### src/rtl/mem_tp_pkg.sv
// Shared definitions for the simple-dual-port memory arbiter.
// Holds the derived-width helpers and the read-tag record used by the response pipeline.
// No logic lives here; everything is elaborated at compile time.
package mem_tp_pkg;

  // Widest requester id ever needed (NUM_REQ <= 8).
  localparam int MAX_ID_W = 3;

  // Requester index width; never collapses to zero bits.
  function automatic int id_width(input int n);
    return (n <= 2) ? 1 : $clog2(n);
  endfunction

  // One write-enable bit per data byte, rounding a partial byte up.
  function automatic int be_width(input int dw);
    return (dw + 7) / 8;
  endfunction

  // One slot of the read-tag pipeline: which requester owns the data in flight.
  typedef struct packed {
    logic                valid;
    logic [MAX_ID_W-1:0] id;
  } tag_t;

endpackage

### src/rtl/mem_tp_arb_if.sv
// Requester-side bundle of the memory arbiter: write/read requests and read responses.
// master = requester side, slave = arbiter side.
// Handshake is valid/ready per requester; responses carry no backpressure.
interface mem_tp_arb_if import mem_tp_pkg::*; #(
  parameter int NUM_REQ       = 2,
  parameter int MEM_DATAWIDTH = 128,
  parameter int MEM_ADDRWIDTH = 14
);
  localparam int BE_W = be_width(MEM_DATAWIDTH);

  logic [NUM_REQ-1:0]               wr_valid;
  logic [NUM_REQ-1:0]               wr_ready;
  logic [NUM_REQ*BE_W-1:0]          wr_be;
  logic [NUM_REQ*MEM_ADDRWIDTH-1:0] wr_addr;
  logic [NUM_REQ*MEM_DATAWIDTH-1:0] wr_data;
  logic [NUM_REQ-1:0]               rd_valid;
  logic [NUM_REQ-1:0]               rd_ready;
  logic [NUM_REQ*MEM_ADDRWIDTH-1:0] rd_addr;
  logic [NUM_REQ-1:0]               rsp_valid;
  logic [MEM_DATAWIDTH-1:0]         rsp_data;

  modport master (
    output wr_valid, wr_be, wr_addr, wr_data, rd_valid, rd_addr,
    input  wr_ready, rd_ready, rsp_valid, rsp_data
  );

  modport slave (
    input  wr_valid, wr_be, wr_addr, wr_data, rd_valid, rd_addr,
    output wr_ready, rd_ready, rsp_valid, rsp_data
  );
endinterface

### src/rtl/rr_arbiter.sv
// Round-robin arbiter: one-hot grant to the first requester at or after the pointer.
// Grant is combinational in the request cycle; the pointer moves on the next edge.
// The caller decides whether a grant really happened through advance (pointer holds otherwise).
module rr_arbiter import mem_tp_pkg::*; #(
  parameter  int N    = 2,
  localparam int ID_W = id_width(N)
) (
  input  logic            clk,
  input  logic            reset,
  input  logic [N-1:0]    req,
  input  logic            advance,
  output logic [N-1:0]    gnt,
  output logic [ID_W-1:0] gnt_idx
);

  logic [ID_W-1:0] ptr;
  logic [ID_W:0]   cand;
  logic            found;

  // Scan requests circularly starting at the pointer; first hit wins.
  always_comb begin
    gnt     = '0;
    gnt_idx = '0;
    found   = 1'b0;
    cand    = '0;
    for (int i = 0; i < N; i++) begin
      cand = {1'b0, ptr} + (ID_W+1)'(i);
      if (cand >= (ID_W+1)'(N)) cand = cand - (ID_W+1)'(N);
      if (!found && req[cand[ID_W-1:0]]) begin
        found   = 1'b1;
        gnt_idx = cand[ID_W-1:0];
      end
    end
    if (found) gnt[gnt_idx] = 1'b1;
  end

  // Pointer lands just past the winner; wrap is an explicit compare so N need not be 2^k.
  always_ff @(posedge clk) begin
    if (reset) begin
      ptr <= '0;
    end else if (advance) begin
      ptr <= (gnt_idx == ID_W'(N - 1)) ? '0 : gnt_idx + 1'b1;
    end
  end

endmodule

### src/rtl/mem_tp_arb.sv
// Shares a simple-dual-port memory's write port A and read port B among NUM_REQ requesters.
// Grants are same-cycle; read data returns MEM_LATENCY cycles after accept, tagged to its requester.
// A read colliding with the granted write address stalls one cycle; responses cannot be backpressured.
module mem_tp_arb import mem_tp_pkg::*; #(
  parameter  int NUM_REQ       = 2,
  parameter  int MEM_DATAWIDTH = 128,
  parameter  int MEM_ADDRWIDTH = 14,
  parameter  int MEM_LATENCY   = 1,
  localparam int ID_W          = id_width(NUM_REQ),
  localparam int BE_W          = be_width(MEM_DATAWIDTH)
) (
  input  logic                     clk,
  input  logic                     reset,
  mem_tp_arb_if.slave              host,
  output logic                     mem_ena,
  output logic [BE_W-1:0]          mem_wea,
  output logic [MEM_ADDRWIDTH-1:0] mem_addra,
  output logic [MEM_DATAWIDTH-1:0] mem_dina,
  output logic                     mem_enb,
  output logic [MEM_ADDRWIDTH-1:0] mem_addrb,
  input  logic [MEM_DATAWIDTH-1:0] mem_doutb
);

  logic [NUM_REQ-1:0]       wr_gnt, rd_gnt;
  logic [ID_W-1:0]          wr_idx, rd_idx;
  logic                     wr_any, rd_any, collision, rd_issue, tag_busy;
  logic [MEM_ADDRWIDTH-1:0] wr_addr_sel, rd_addr_sel;
  tag_t                     tag_q [MEM_LATENCY];
  tag_t                     tag_out;

  rr_arbiter #(.N(NUM_REQ)) u_wr_arb (
    .clk     (clk),
    .reset   (reset),
    .req     (host.wr_valid),
    .advance (wr_any),
    .gnt     (wr_gnt),
    .gnt_idx (wr_idx)
  );

  // A stalled read must not move the read pointer, so it retries first next cycle.
  rr_arbiter #(.N(NUM_REQ)) u_rd_arb (
    .clk     (clk),
    .reset   (reset),
    .req     (host.rd_valid),
    .advance (rd_issue),
    .gnt     (rd_gnt),
    .gnt_idx (rd_idx)
  );

  // Steer the winners onto the memory ports; hold the read back on a same-address write.
  always_comb begin
    wr_any      = |wr_gnt;
    rd_any      = |rd_gnt;
    wr_addr_sel = host.wr_addr[int'(wr_idx)*MEM_ADDRWIDTH +: MEM_ADDRWIDTH];
    rd_addr_sel = host.rd_addr[int'(rd_idx)*MEM_ADDRWIDTH +: MEM_ADDRWIDTH];
    collision   = wr_any && rd_any && (wr_addr_sel == rd_addr_sel);
    rd_issue    = rd_any && !collision && !reset;

    host.wr_ready = reset ? '0 : wr_gnt;
    host.rd_ready = rd_issue ? rd_gnt : '0;

    mem_ena   = wr_any && !reset;
    mem_wea   = mem_ena ? host.wr_be[int'(wr_idx)*BE_W +: BE_W] : '0;
    mem_addra = wr_addr_sel;
    mem_dina  = host.wr_data[int'(wr_idx)*MEM_DATAWIDTH +: MEM_DATAWIDTH];
    mem_addrb = rd_addr_sel;
  end

  // Keep port B enabled while any read is in flight so a registered memory output keeps shifting.
  always_comb begin
    tag_busy = 1'b0;
    for (int s = 0; s < MEM_LATENCY; s++) tag_busy = tag_busy | tag_q[s].valid;
    mem_enb = !reset && (rd_issue || tag_busy);

    tag_out        = tag_q[MEM_LATENCY-1];
    host.rsp_valid = (tag_out.valid && !reset) ? (NUM_REQ'(1) << tag_out.id) : '0;
    host.rsp_data  = mem_doutb;
  end

  // Tag pipeline mirrors the memory read latency; reset drops everything in flight.
  always_ff @(posedge clk) begin
    if (reset) begin
      for (int s = 0; s < MEM_LATENCY; s++) tag_q[s] <= '0;
    end else begin
      tag_q[0].valid <= rd_issue;
      tag_q[0].id    <= MAX_ID_W'(rd_idx);
      for (int s = 1; s < MEM_LATENCY; s++) tag_q[s] <= tag_q[s-1];
    end
  end

endmodule

### src/flat_wrapper.sv
// flat-port wrapper written by rule: the top's interface ports become plain ports
module mem_tp_arb_flat import mem_tp_pkg::*;
#(
  parameter  int NUM_REQ       = 2,
  parameter  int MEM_DATAWIDTH = 128,
  parameter  int MEM_ADDRWIDTH = 14,
  parameter  int MEM_LATENCY   = 1,
  localparam int ID_W          = id_width(NUM_REQ),
  localparam int BE_W          = be_width(MEM_DATAWIDTH)
)
  (clk, reset, mem_ena, mem_wea, mem_addra, mem_dina, mem_enb, mem_addrb, mem_doutb, host_wr_valid, host_wr_be, host_wr_addr, host_wr_data, host_rd_valid, host_rd_addr, host_wr_ready, host_rd_ready, host_rsp_valid, host_rsp_data);
  mem_tp_arb_if #(.NUM_REQ(NUM_REQ), .MEM_DATAWIDTH(MEM_DATAWIDTH), .MEM_ADDRWIDTH(MEM_ADDRWIDTH)) host_i ();
  input  logic clk;
  input  logic reset;
  output logic mem_ena;
  output logic [BE_W-1:0] mem_wea;
  output logic [MEM_ADDRWIDTH-1:0] mem_addra;
  output logic [MEM_DATAWIDTH-1:0] mem_dina;
  output logic mem_enb;
  output logic [MEM_ADDRWIDTH-1:0] mem_addrb;
  input  logic [MEM_DATAWIDTH-1:0] mem_doutb;
  input wire logic [$bits(host_i.wr_valid)-1:0] host_wr_valid;
  input wire logic [$bits(host_i.wr_be)-1:0] host_wr_be;
  input wire logic [$bits(host_i.wr_addr)-1:0] host_wr_addr;
  input wire logic [$bits(host_i.wr_data)-1:0] host_wr_data;
  input wire logic [$bits(host_i.rd_valid)-1:0] host_rd_valid;
  input wire logic [$bits(host_i.rd_addr)-1:0] host_rd_addr;
  output wire logic [$bits(host_i.wr_ready)-1:0] host_wr_ready;
  output wire logic [$bits(host_i.rd_ready)-1:0] host_rd_ready;
  output wire logic [$bits(host_i.rsp_valid)-1:0] host_rsp_valid;
  output wire logic [$bits(host_i.rsp_data)-1:0] host_rsp_data;
  assign host_i.wr_valid = host_wr_valid;
  assign host_i.wr_be = host_wr_be;
  assign host_i.wr_addr = host_wr_addr;
  assign host_i.wr_data = host_wr_data;
  assign host_i.rd_valid = host_rd_valid;
  assign host_i.rd_addr = host_rd_addr;
  assign host_wr_ready = host_i.wr_ready;
  assign host_rd_ready = host_i.rd_ready;
  assign host_rsp_valid = host_i.rsp_valid;
  assign host_rsp_data = host_i.rsp_data;
  mem_tp_arb #(.NUM_REQ(NUM_REQ), .MEM_DATAWIDTH(MEM_DATAWIDTH), .MEM_ADDRWIDTH(MEM_ADDRWIDTH), .MEM_LATENCY(MEM_LATENCY)) u_core (.clk(clk), .reset(reset), .host(host_i), .mem_ena(mem_ena), .mem_wea(mem_wea), .mem_addra(mem_addra), .mem_dina(mem_dina), .mem_enb(mem_enb), .mem_addrb(mem_addrb), .mem_doutb(mem_doutb));
endmodule
### config.mk
export PLATFORM = sky130hd
export DESIGN_NAME = mem_tp_arb_flat
export DESIGN_NICKNAME = d
export VERILOG_FILES = /design/src/rtl/mem_tp_pkg.sv /design/src/rtl/mem_tp_arb_if.sv /design/src/rtl/rr_arbiter.sv /design/src/rtl/mem_tp_arb.sv /design/src/flat_wrapper.sv
export SDC_FILE = /design/constraint.sdc
export NUM_CORES = 1
export LEC_CHECK = 0
export ABC_CLOCK_PERIOD_IN_PS = 3200
export CORE_AREA = 2 2 307 309
export DETAILED_ROUTE_END_ITERATION = 12
export DIE_AREA = 0 0 309 311
export PLACE_DENSITY_LB_ADDON = 0.05
export SYNTH_ARGS = -nofsm -noshare
export SYNTH_HDL_FRONTEND = slang
export SYNTH_SLANG_ARGS = --single-unit
### constraint.sdc
create_clock -name clk -period 3.2 [get_ports clk]
set_input_delay 0.8 -clock clk [delete_from_list [all_inputs] [get_ports clk]]
set_output_delay 0.8 -clock clk [all_outputs]
set_load 0.05 [all_outputs]
==> reports/qor.yml, run 1 <==
status:
  status: "complete, but fails checks"
  failed_checks: "setup timing"
logic_synthesis:
  synth_top_area_cell: "nand2_1"
  ys_top_cells_by_area: "nand2_1, buf_4, mux2i_1"
  netlist.area_leader.share: 0.427
  netlist_top_cells_count: "nand2_1, buf_4, clkbuf_1, inv_1, a21oi_1"
  ys_seq_area_frac: 0.0213
  syn_area_per_cell_um2: 5.05
  synth_edf_count: 0
  ys_types: 38
  netlist_instances: 746
  post-synth-top-count-cell: "nand2_1"
  synth.cell_area_um2: 3770
  synth_warnings: 0
  ys_async_sr_fraction: 0
  syn-num-nets: 1224
  synth_flop_cell: "dfxtp_1"
  ys_ff_latch: 4
flow_run:
  max_cap_violations: 0
placed_design:
  portBuffers: 529
  gp_congestion: 0.727
  dp_hpwl_mm: 36.7
  post-place-cells: 2443
  postPlaceCellArea_um2: 11800
global_route:
  grt_pass1_wl_mm: 58.5
  grt_max_degree: 37
  grt.total_usage: 0.0872
  grt_pass1_vias: 6965
  grt_overflow: 0
  antenna_found_initial: 6
route:
  wl_mm: 44.2
  post_drt_wl_per_cell_um: 17.8
  detail-route-antenna-nets: 0
  dr.pass1.iters: 4
  drt-initial-drc-count: 190
  vias: 6414
  drc: 0
  avgViaCountPerCell: 2.58
final_layout:
  drive_above_1_share: 0.339
  multiInputGateArea_um2: 3080
  post-route-util: 0.139
  final_area_um2: 12900
  nFillCells: 10600
  stdcell_count: 2482
  syn2layout_area_growth_pct: 243
  finish.net_count: 1707
  regArea_um2: 80.1
power_and_ir_drop:
  leakage_uw: 0.00553
  power_density_nw_per_um2: 245
  vdd_drop_max_v: 0.000140
clocking:
  path_clk_slew_ns: 0.03
  cts_hold_buffers: 0
  clock_sinks: 4
  clock_path_buffers: 2
  htree_levels: 1
  clockRootBuffer: "clkbuf_16"
  cts-buffers-inserted: 3
  cts_tree: "done"
  clkLatencyLatePin_ns: 0.22
worst_setup_path:
  endpoint_kind: "output port"
  worst-r2r-cell-count: 16
  start_kind: "primary input"
  r2r_slack_ns: 0.44
  r2r_end: "u_core.u_rd_arb.ptr"
  crit_end: "host_rd_ready[0]"
  arrival_ns: 2.76
  critPathRequiredTime_ns: 2.40
  path_max_fanout: 6
  startpoint: "host_wr_valid[0]"
  critPathKind: "primary input to output port"
  rr_startpoint: "u_core.u_rd_arb.ptr"
floorplanning:
  rows: 112
  die_h_um: 311
  die_w_um: 309
  coreArea_um2: 92800
  ios: 786
  initial_utilization: 0.0406
  die-area_um2: 96100
sta:
  hold_slack_ns: 0.587
  setup_slack_ns: -0.358
  finalSetupViolCount: 3
  drv_slew: 0
  max-slew-margin-rel: 0.725
  period_share: 1.11
  max_clock_freq_ghz: 0.281
  period_needed_ns: 3.56
  worst_slew_pin_slew_ns: 0.411
  finalHoldViolCount: 0
  finalClockSkew_ns: 0.00256
  rsz0062_at_grt: "true"
hold_path:
  hp-class: "register to register"
==> worst min-delay path by stage <==
stage	startpoint	end	slack, ns	cells past startpoint
after floorplan	u_core.u_rd_arb.ptr	u_core.u_rd_arb.ptr	0.46	2
after global placement	u_core.u_wr_arb.ptr	u_core.u_wr_arb.ptr	0.61	2
after detailed placement	u_core.u_wr_arb.ptr	u_core.u_wr_arb.ptr	0.59	2
after CTS	u_core.u_wr_arb.ptr	u_core.u_wr_arb.ptr	0.59	2
after global routing	u_core.u_wr_arb.ptr	u_core.u_wr_arb.ptr	0.62	2
final	u_core.u_wr_arb.ptr	u_core.u_wr_arb.ptr	0.59	2
==> stage by stage <==
stage          setup TNS [ns]  power (uW)  setup slack, ns
2_1_floorplan          -0.386        1580           -0.180
3_3_place_gp           -54.78        2810           -0.982
3_5_place_dp           -54.01        2780           -0.997
4_1_cts                 -1.11        3200           -0.393
5_1_grt                 -1.59        3330           -0.482
6_report               -0.985        3160           -0.358
==> power breakdown <==
part | internal (uW) | total [uW] | switching [uW]
sequential | 53.7 | 56.3 | 2.57
combinational | 1440 | 2910 | 1480
clock | 160 | 194 | 34.0
==> state kept, by name (all words and copies together) (netlist names) <==
| name | cells |
|---|---|
| u_core.tag_q | 2 |
| u_core.u_rd_arb.ptr | 1 |
| u_core.u_wr_arb.ptr | 1 |
==> worst max-delay path, stage by stage <==
cell and delay, ns:
buf_6 0.08, nor2b_4 0.31, nor2_8 0.07, buf_12 0.16
buf_12 0.13, mux2i_4 0.18, xnor2_2 0.18, nand4_1 0.14
buf_6 0.16, nor3_4 0.28, nor4b_4 0.09, buf_6 0.16
==> cells by family (layout without fill, tap and decap cells) <==
group,Yosys count,after routing,share of synthesized area
simple gates,480,480,0.509
flops,4,4,0.0213
compound gates,47,47,0.0800
other cells,0,1,0
mux,16,16,0.0435
xor+xnor,8,8,0.0186
buf+inv,191,672,0.328
==> cell type report <==
type / count / area share
inverters: 22 / 0.00678
well taps: 1254 / 0.121
clock buffers: 3 / 0.00581
multi-input cells: 551 / 0.238
flip-flops and latches: 4 / 0.00620
diodes: 1 / 0.000194
repair buffers: 647 / 0.621
==> placed cells by master (no fill, tap or decap), types with 3 or more instances in the layout <==
cell	synthesis	final
a211oi_2	0	3
a21boi_4	0	3
a21oi_2	0	16
a221oi_2	0	6
and3_1	9	6
and3_4	0	3
buf_12	0	162
buf_16	0	9
buf_4	128	113
buf_6	4	11
clkbuf_16	0	5
clkdlybuf4s50_1	0	334
dfxtp_1	4	4
dlygate4sd2_1	0	10
inv_1	21	21
mux2_4	0	3
mux2i_4	0	11
nand2_1	429	395
nand2_2	0	31
nand3_1	9	7
nand4_1	6	6
nor2_1	11	11
o21ai_1	1	4
o21ai_2	0	4
xnor2_2	0	5
xor2_2	0	3
==> timing repair <==
item                       in CTS  in global routing
gates resized for setup       133                 42
pin swaps                      27                  8
setup buffers                  26                  6
setup endpoints to repair     165                 25
gates cloned                    7                  1
==> routing by layer <==
metal | vias to the layer above | track usage | wire length [um]
met5 | - | 0 | 47
met4 | 6 | 0.0173 | 998
met2 | 326 | 0.173 | 24500
met1 | 2853 | 0.0861 | 15000
met3 | 80 | 0.0289 | 3610
li1 | 3149 | - | -
Power figures use the tool's default switching activity.
==> run 2, diff against run 1 <==
--- a/config.mk
+++ b/config.mk
@@ -10,6 +10,7 @@
 export DETAILED_ROUTE_END_ITERATION = 12
 export DIE_AREA = 0 0 309 311
 export PLACE_DENSITY_LB_ADDON = 0.05
+export SLEW_MARGIN = 20
 export SYNTH_ARGS = -nofsm -noshare
 export SYNTH_HDL_FRONTEND = slang
 export SYNTH_SLANG_ARGS = --single-unit
==> results of run 2 <==
The final DEF is identical to that of run 1; final timing and power are the same.
==> run 3, diff against run 2 <==
--- a/config.mk
+++ b/config.mk
@@ -10,7 +10,6 @@
 export DETAILED_ROUTE_END_ITERATION = 12
 export DIE_AREA = 0 0 309 311
 export PLACE_DENSITY_LB_ADDON = 0.05
-export SLEW_MARGIN = 20
 export SYNTH_ARGS = -nofsm -noshare
 export SYNTH_HDL_FRONTEND = slang
 export SYNTH_SLANG_ARGS = --single-unit
==> results of run 3 <==
The final DEF is identical to that of run 1; final timing and power are the same.
